$ cat config.mk
export PLATFORM = sky130hd
export DESIGN_NAME = bus_decoder
export DESIGN_NICKNAME = d
export VERILOG_FILES = /design/src/rtl/bus_pkg.sv /design/src/rtl/bus_addr_match.sv /design/src/rtl/bus_decoder.sv
export SDC_FILE = /design/constraint.sdc
export NUM_CORES = 1
export LEC_CHECK = 0
export ABC_CLOCK_PERIOD_IN_PS = 2500
export BUFFER_PORTS_ARGS = -buffer_cell sky130_fd_sc_hd__buf_2
export CAP_MARGIN = 30
export CORE_AREA = 2 2 119 121
export CTS_CLUSTER_DIAMETER = 40
export DETAILED_ROUTE_END_ITERATION = 8
export DIE_AREA = 0 0 121 123
export HOLD_SLACK_MARGIN = 0.02
export PLACE_DENSITY_LB_ADDON = 0.08
export SYNTH_ARGS = -nofsm -noshare
export SYNTH_HDL_FRONTEND = slang
export SYNTH_SLANG_ARGS = --single-unit
$ cat constraint.sdc
create_clock -name clk -period 2.5 [get_ports clk]
set_clock_uncertainty 0.05 [all_clocks]
set_input_delay 0.25 -clock clk [delete_from_list [all_inputs] [get_ports clk]]
set_output_delay 0.25 -clock clk [all_outputs]
set_load 0.01 [all_outputs]
$ cat src/rtl/bus_pkg.sv
// Shared types and constants for the furv data-port bus decoder.
package bus_pkg;

    localparam int unsigned BUS_ADDR_W = 30;
    localparam int unsigned BUS_DATA_W = 32;

    localparam logic [BUS_DATA_W-1:0] BUS_ERR_DATA = 32'hDEAD_BEEF;

    typedef enum logic [1:0] {
        IDLE,
        WAIT,
        RESP
    } bus_state_t;

endpackage

$ cat src/rtl/bus_addr_match.sv
// Combinational address window compare for one slave: hits when the byte address
// lies inside the size-aligned region starting at BASE.
module bus_addr_match
    import bus_pkg::*;
#(
    parameter logic [31:0] BASE      = 32'h0,
    parameter logic [5:0]  SIZE_LOG2 = 6'd2
) (
    input  logic [BUS_ADDR_W-1:0] i_addr,
    output logic                  o_hit
);

    logic [31:0] w_byte_addr;

    assign w_byte_addr = {i_addr, 2'b00};
    assign o_hit       = (w_byte_addr >> SIZE_LOG2) == (BASE >> SIZE_LOG2);

endmodule

$ cat src/rtl/bus_decoder.sv
// Single-master to N-slave bus decoder with registered slave select, bus error on
// unmapped addresses, ack watchdog and master-abort handling.
module bus_decoder
    import bus_pkg::*;
#(
    parameter int unsigned            N_SLAVES  = 4,
    parameter logic [32*N_SLAVES-1:0] BASE      = {32'h800, 32'h408, 32'h404, 32'h400},
    parameter logic [6*N_SLAVES-1:0]  SIZE_LOG2 = {6'd10, 6'd2, 6'd2, 6'd2},
    parameter int unsigned            TIMEOUT   = 255,
    parameter logic [BUS_DATA_W-1:0]  ERR_DATA  = BUS_ERR_DATA
) (
    input  logic                             clk,
    input  logic                             rst,
    input  logic                             m_cyc,
    input  logic                             m_we,
    input  logic [BUS_ADDR_W-1:0]            m_addr,
    input  logic [3:0]                       m_sel,
    input  logic [BUS_DATA_W-1:0]            m_wdata,
    output logic [BUS_DATA_W-1:0]            m_rdata,
    output logic                             m_ack,
    output logic                             m_err,
    output logic                             s_cyc,
    output logic [N_SLAVES-1:0]              s_stb,
    output logic                             s_we,
    output logic [BUS_ADDR_W-1:0]            s_addr,
    output logic [3:0]                       s_sel,
    output logic [BUS_DATA_W-1:0]            s_wdata,
    input  logic [BUS_DATA_W*N_SLAVES-1:0]   s_rdata,
    input  logic [N_SLAVES-1:0]              s_ack
);

    localparam int unsigned IDX_W = (N_SLAVES > 1) ? $clog2(N_SLAVES) : 1;
    localparam int unsigned CNT_W = $clog2(TIMEOUT + 1);
    localparam logic [CNT_W-1:0] CNT_MAX = CNT_W'(TIMEOUT);

    logic [N_SLAVES-1:0]   w_hit;
    logic                  w_match;
    logic [IDX_W-1:0]      w_idx;
    logic                  w_sel_ack;
    logic [BUS_DATA_W-1:0] w_sel_rdata;

    bus_state_t            r_state;
    logic [IDX_W-1:0]      r_idx;
    logic [CNT_W-1:0]      r_cnt;
    logic                  r_s_cyc;
    logic [N_SLAVES-1:0]   r_s_stb;
    logic                  r_s_we;
    logic [BUS_ADDR_W-1:0] r_s_addr;
    logic [3:0]            r_s_sel;
    logic [BUS_DATA_W-1:0] r_s_wdata;
    logic [BUS_DATA_W-1:0] r_m_rdata;
    logic                  r_m_ack;
    logic                  r_m_err;

    for (genvar g = 0; g < N_SLAVES; g++) begin : g_match
        bus_addr_match #(
            .BASE      (BASE[32*g +: 32]),
            .SIZE_LOG2 (SIZE_LOG2[6*g +: 6])
        ) u_match (
            .i_addr (m_addr),
            .o_hit  (w_hit[g])
        );
    end

    // Scan downwards so the lowest matching index is the one left standing.
    always_comb begin
        w_match = 1'b0;
        w_idx   = '0;
        for (int i = N_SLAVES - 1; i >= 0; i--) begin
            if (w_hit[i]) begin
                w_match = 1'b1;
                w_idx   = IDX_W'(i);
            end
        end
    end

    assign w_sel_ack   = s_ack[r_idx];
    assign w_sel_rdata = s_rdata[BUS_DATA_W*r_idx +: BUS_DATA_W];

    always_ff @(posedge clk) begin
        if (rst) begin
            r_state   <= IDLE;
            r_idx     <= '0;
            r_cnt     <= '0;
            r_s_cyc   <= 1'b0;
            r_s_stb   <= '0;
            r_s_we    <= 1'b0;
            r_s_addr  <= '0;
            r_s_sel   <= '0;
            r_s_wdata <= '0;
            r_m_rdata <= '0;
            r_m_ack   <= 1'b0;
            r_m_err   <= 1'b0;
        end else begin
            r_m_ack <= 1'b0;
            r_m_err <= 1'b0;
            unique case (r_state)
                IDLE: begin
                    if (m_cyc) begin
                        if (w_match) begin
                            r_idx     <= w_idx;
                            r_s_we    <= m_we;
                            r_s_addr  <= m_addr;
                            r_s_sel   <= m_sel;
                            r_s_wdata <= m_wdata;
                            r_s_cyc   <= 1'b1;
                            r_s_stb   <= N_SLAVES'(1) << w_idx;
                            r_cnt     <= '0;
                            r_state   <= WAIT;
                        end else begin
                            r_m_err   <= 1'b1;
                            r_m_rdata <= ERR_DATA;
                            r_state   <= RESP;
                        end
                    end
                end
                WAIT: begin
                    // Abort beats ack beats timeout.
                    if (!m_cyc) begin
                        r_s_cyc <= 1'b0;
                        r_s_stb <= '0;
                        r_state <= IDLE;
                    end else if (w_sel_ack) begin
                        r_s_cyc   <= 1'b0;
                        r_s_stb   <= '0;
                        r_m_rdata <= w_sel_rdata;
                        r_m_ack   <= 1'b1;
                        r_state   <= RESP;
                    end else if (r_cnt == CNT_MAX) begin
                        r_s_cyc   <= 1'b0;
                        r_s_stb   <= '0;
                        r_m_rdata <= ERR_DATA;
                        r_m_err   <= 1'b1;
                        r_state   <= RESP;
                    end else begin
                        r_cnt <= r_cnt + 1'b1;
                    end
                end
                RESP: begin
                    r_state <= IDLE;
                end
                default: begin
                    r_state <= IDLE;
                end
            endcase
        end
    end

    assign m_rdata = r_m_rdata;
    assign m_ack   = r_m_ack;
    assign m_err   = r_m_err;
    assign s_cyc   = r_s_cyc;
    assign s_stb   = r_s_stb;
    assign s_we    = r_s_we;
    assign s_addr  = r_s_addr;
    assign s_sel   = r_s_sel;
    assign s_wdata = r_s_wdata;

endmodule
==> results.cfg <==
[critical_path]
worst_path_largest_cell_delay_ps = 690
timing.critical_path.required_ps = 2780
criticalPathCategory = reg -> reg
buffering_stage_count_on_the_worst_path_with_inverters_included = 0
critical_path.max_fanout = 17
cp.arrival_ps = 2580
crit_path_top_delay_cell = sky130_fd_sc_hd__or4b_2
setup.worst_path.start_class = register
crit_path_cell_trace = ha_1 > and3_1 > a31oi_2 > a21o_1 > or4b_2 > a21oi_1
worst_path_dominant_cell_family = simple AND/OR/NAND/NOR gates
worst_setup_path_end_kind = register

[logic_synthesis]
synthFlopType = sky130_fd_sc_hd__dfxtp_1
yosys_warnings = 0
edff_count_synth = 0
syn-instance-count = 560
synthDominantCellAreaShare_pct = 45.2
syn_area_mm2 = 0.00522
async_reset_ff_share_pct = 0
ys_seq_elements = 118
synthDistinctLibCells = 43
synth_nets = 763
synth_sequential_area_ratio_pct = 45.2
cells_taking_the_most_area_after_synthesis = sky130_fd_sc_hd__dfxtp_1 (45%), sky130_fd_sc_hd__mux4_2 (14%), sky130_fd_sc_hd__a21oi_1 (8.6%)
syn_avg_cell_area_um2 = 9.33
cell_taking_the_most_area_after_synthesis = sky130_fd_sc_hd__dfxtp_1

[clock_tree]
path_clk_slew_ps = 50
number_of_clock_buffers_inserted_by_tritoncts = 17
cts.sinks = 118
tritoncts = yes
root_buffer = sky130_fd_sc_hd__clkbuf_16
clk_latency_ps = 400
cts-htree-levels = 4
cts-resized-gates = 0
clock_tree.buffer_depth = 2

[job]
max-cap-violations = 0

[route]
dr.first_iter.drc_count = 252
residual_drc_count = 0
drt_pass1_iterations = 5
route.antenna.remaining_nets = 0
vias_per_cell = 5.10
wl_um = 16800
drt-wirelength-per-cell_um = 15.8
total_vias_in_the_final_route = 5406

[final_layout]
ff_latch_area_mm2 = 0.00236
drive_gt1_share_pct = 46.3
layout-area-overhead-vs-synth_pct = 46.0
multiInputGateArea_mm2 = 0.00266
layout_commonest_cell = sky130_fd_sc_hd__buf_2
design.final.nets = 1070
fillCellCount = 1256
leading_cell_types_in_the_layout_fill_and_taps_excluded = sky130_fd_sc_hd__buf_2 (306), sky130_fd_sc_hd__dfxtp_1 (117), sky130_fd_sc_hd__nand2_1 (107)

[sta]
drv_slew = 0
layout_setup_ws_ps = 205
final.setup.tns_ps = 0
clock.fmax_mhz = 436
timing_worst_slew_pin_value_ps = 599
final_min_period_over_clock_period_pct = 91.8
final-hold-violation-count = 0
slew_headroom_pct = 60.0
setup-violations-final = 0
period_minus_slack_ps = 2290
rsz0062_at_grt = no

[power]
power.clock.fraction_pct = 50.3
leakage_nw = 3.35
switching_power_mw = 1.08
power.sequential.fraction_pct = 41.2
vdd.ir_drop.worst_v = 0.000418
p_int_mw = 3.60
total_power_divided_by_cell_area_mw_per_mm2 = 615
power_switching_share_pct = 23.1
p_comb_share_pct = 8.5

[global_route]
antenna_violations_before_repair = 2
grt_start_max_net_pins = 49
overflow = 0
wire_length_of_the_first_global_routing_pass_um = 26000
gr-usage-all-layers_pct = 22.3
grt_pass1_vias = 5330

[die]
io_pins = 308
dieHeight_um = 123
fp.dieArea_mm2 = 0.0149
initial_utilization_pct = 38.4
dieWidth_um = 121
placement_rows = 43
area_of_the_core_mm2 = 0.0136

[place]
pre_cts_slack_ps = 220
detailed_place_hpwl_um = 12800
port_buffers = 307
gpl.final_weighted_congestion = 0.855

[worst_hold_path]
min_path_type = in -> reg

[outcome]
run_status = complete, no violations
[stage by stage]
stage	utilization, %	area (µm²)	cells	total power [mW]	hold WS [ps]
finish	56.0	7620	1061	4.69	36.4
global placement	51.1	6950	1019	2.36	387
floorplan	-	5220	560	2.12	314
detailed placement	51.1	6950	1019	2.36	389
CTS	55.9	7610	1059	4.75	20.9
global route	56.0	7620	1061	4.87	22.7
[power by group through the flow]
| stage | registers (mW) | clock network [mW] | logic (mW) |
|---|---|---|---|
| final | 1.93 | 2.36 | 0.399 |
| after global routing | 1.94 | 2.50 | 0.437 |
| after CTS | 1.93 | 2.41 | 0.402 |
| after detailed placement | 1.97 | 0 | 0.391 |
| after global placement | 1.97 | 0 | 0.385 |
| after floorplan | 1.98 | 0 | 0.135 |
[registers in the layout, indices dropped and copies added (netlist names)]
register,count
r_state,2
s_sel,4
m_err,1
r_idx,2
s_we,1
s_stb,4
r_cnt,8
s_addr,30
s_cyc,1
m_rdata,32
m_ack,1
s_wdata,32
[cell usage after synthesis, types with 6 or more instances]
cell	number
sky130_fd_sc_hd__dfxtp_1	118
sky130_fd_sc_hd__nand2_1	107
sky130_fd_sc_hd__a21oi_1	90
sky130_fd_sc_hd__clkbuf_1	35
sky130_fd_sc_hd__mux4_2	33
sky130_fd_sc_hd__nor2_1	33
sky130_fd_sc_hd__a211oi_1	28
sky130_fd_sc_hd__and2_1	21
sky130_fd_sc_hd__buf_2	12
sky130_fd_sc_hd__o21ai_0	12
sky130_fd_sc_hd__or4b_2	7
sky130_fd_sc_hd__nand2b_1	6
[path summary, 6_finish.rpt]
kind	from	end	slack (ps)	cells after the start
worst max-delay path	r_cnt[0]	m_rdata[20]	210	6
worst min-delay path	m_wdata[26]	s_wdata[26]	40	3
worst max register to register	r_cnt[0]	m_rdata[20]	210	6
worst min register to register	s_wdata[17]	s_wdata[17]	400	2
[metal layers]
| metal | global-route usage (%) | up-vias | part of all wire [%] |
|---|---|---|---|
| met4 | 9.16 | 0 | 2.5 |
| met1 | 25.6 | 2541 | 40 |
| met2 | 39.1 | 207 | 50 |
| met3 | 6.50 | 28 | 7.1 |
| met5 | 0 | - | 0 |
| li1 | - | 2630 | - |
[cell families (layout without fill, tap and decap cells)]
kind of cell	Yosys count	after routing	synth area share (%)
buffers and inverters	52	372	4.17
muxes	33	33	14.2
AOI/OAI and AO/OA	148	148	16.7
other	0	1	0
DFF	118	118	45.2
adders and majority gates	1	1	0.240
and+or+nand+nor	208	208	19.5
[layout make-up]
type	count	area share (%)
Timing Repair Buffer	337	23.4
Multi-Input combinational cell	390	34.8
Inverter	3	0.148
Clock inverter	14	1.99
Antenna cell	1	0.0328
Clock buffer	18	5.63
Sequential cell	118	31.0
Tap cell	180	2.95
[worst reg2reg max path, delay by kind of cell (launching register included)]
kind / cells / cell delay (ps)
DFF: 1 / 360
AOI/OAI and AO/OA: 3 / 620
adders and majority gates: 1 / 200
and+or+nand+nor: 2 / 1000
[what timing repair did]
action	CTS	global route
endpoints found under the hold margin	8	1
hold buffers	8	1
endpoints found under the setup margin	0	0
setup buffers	0	0
Power figures use the tool's default switching activity.
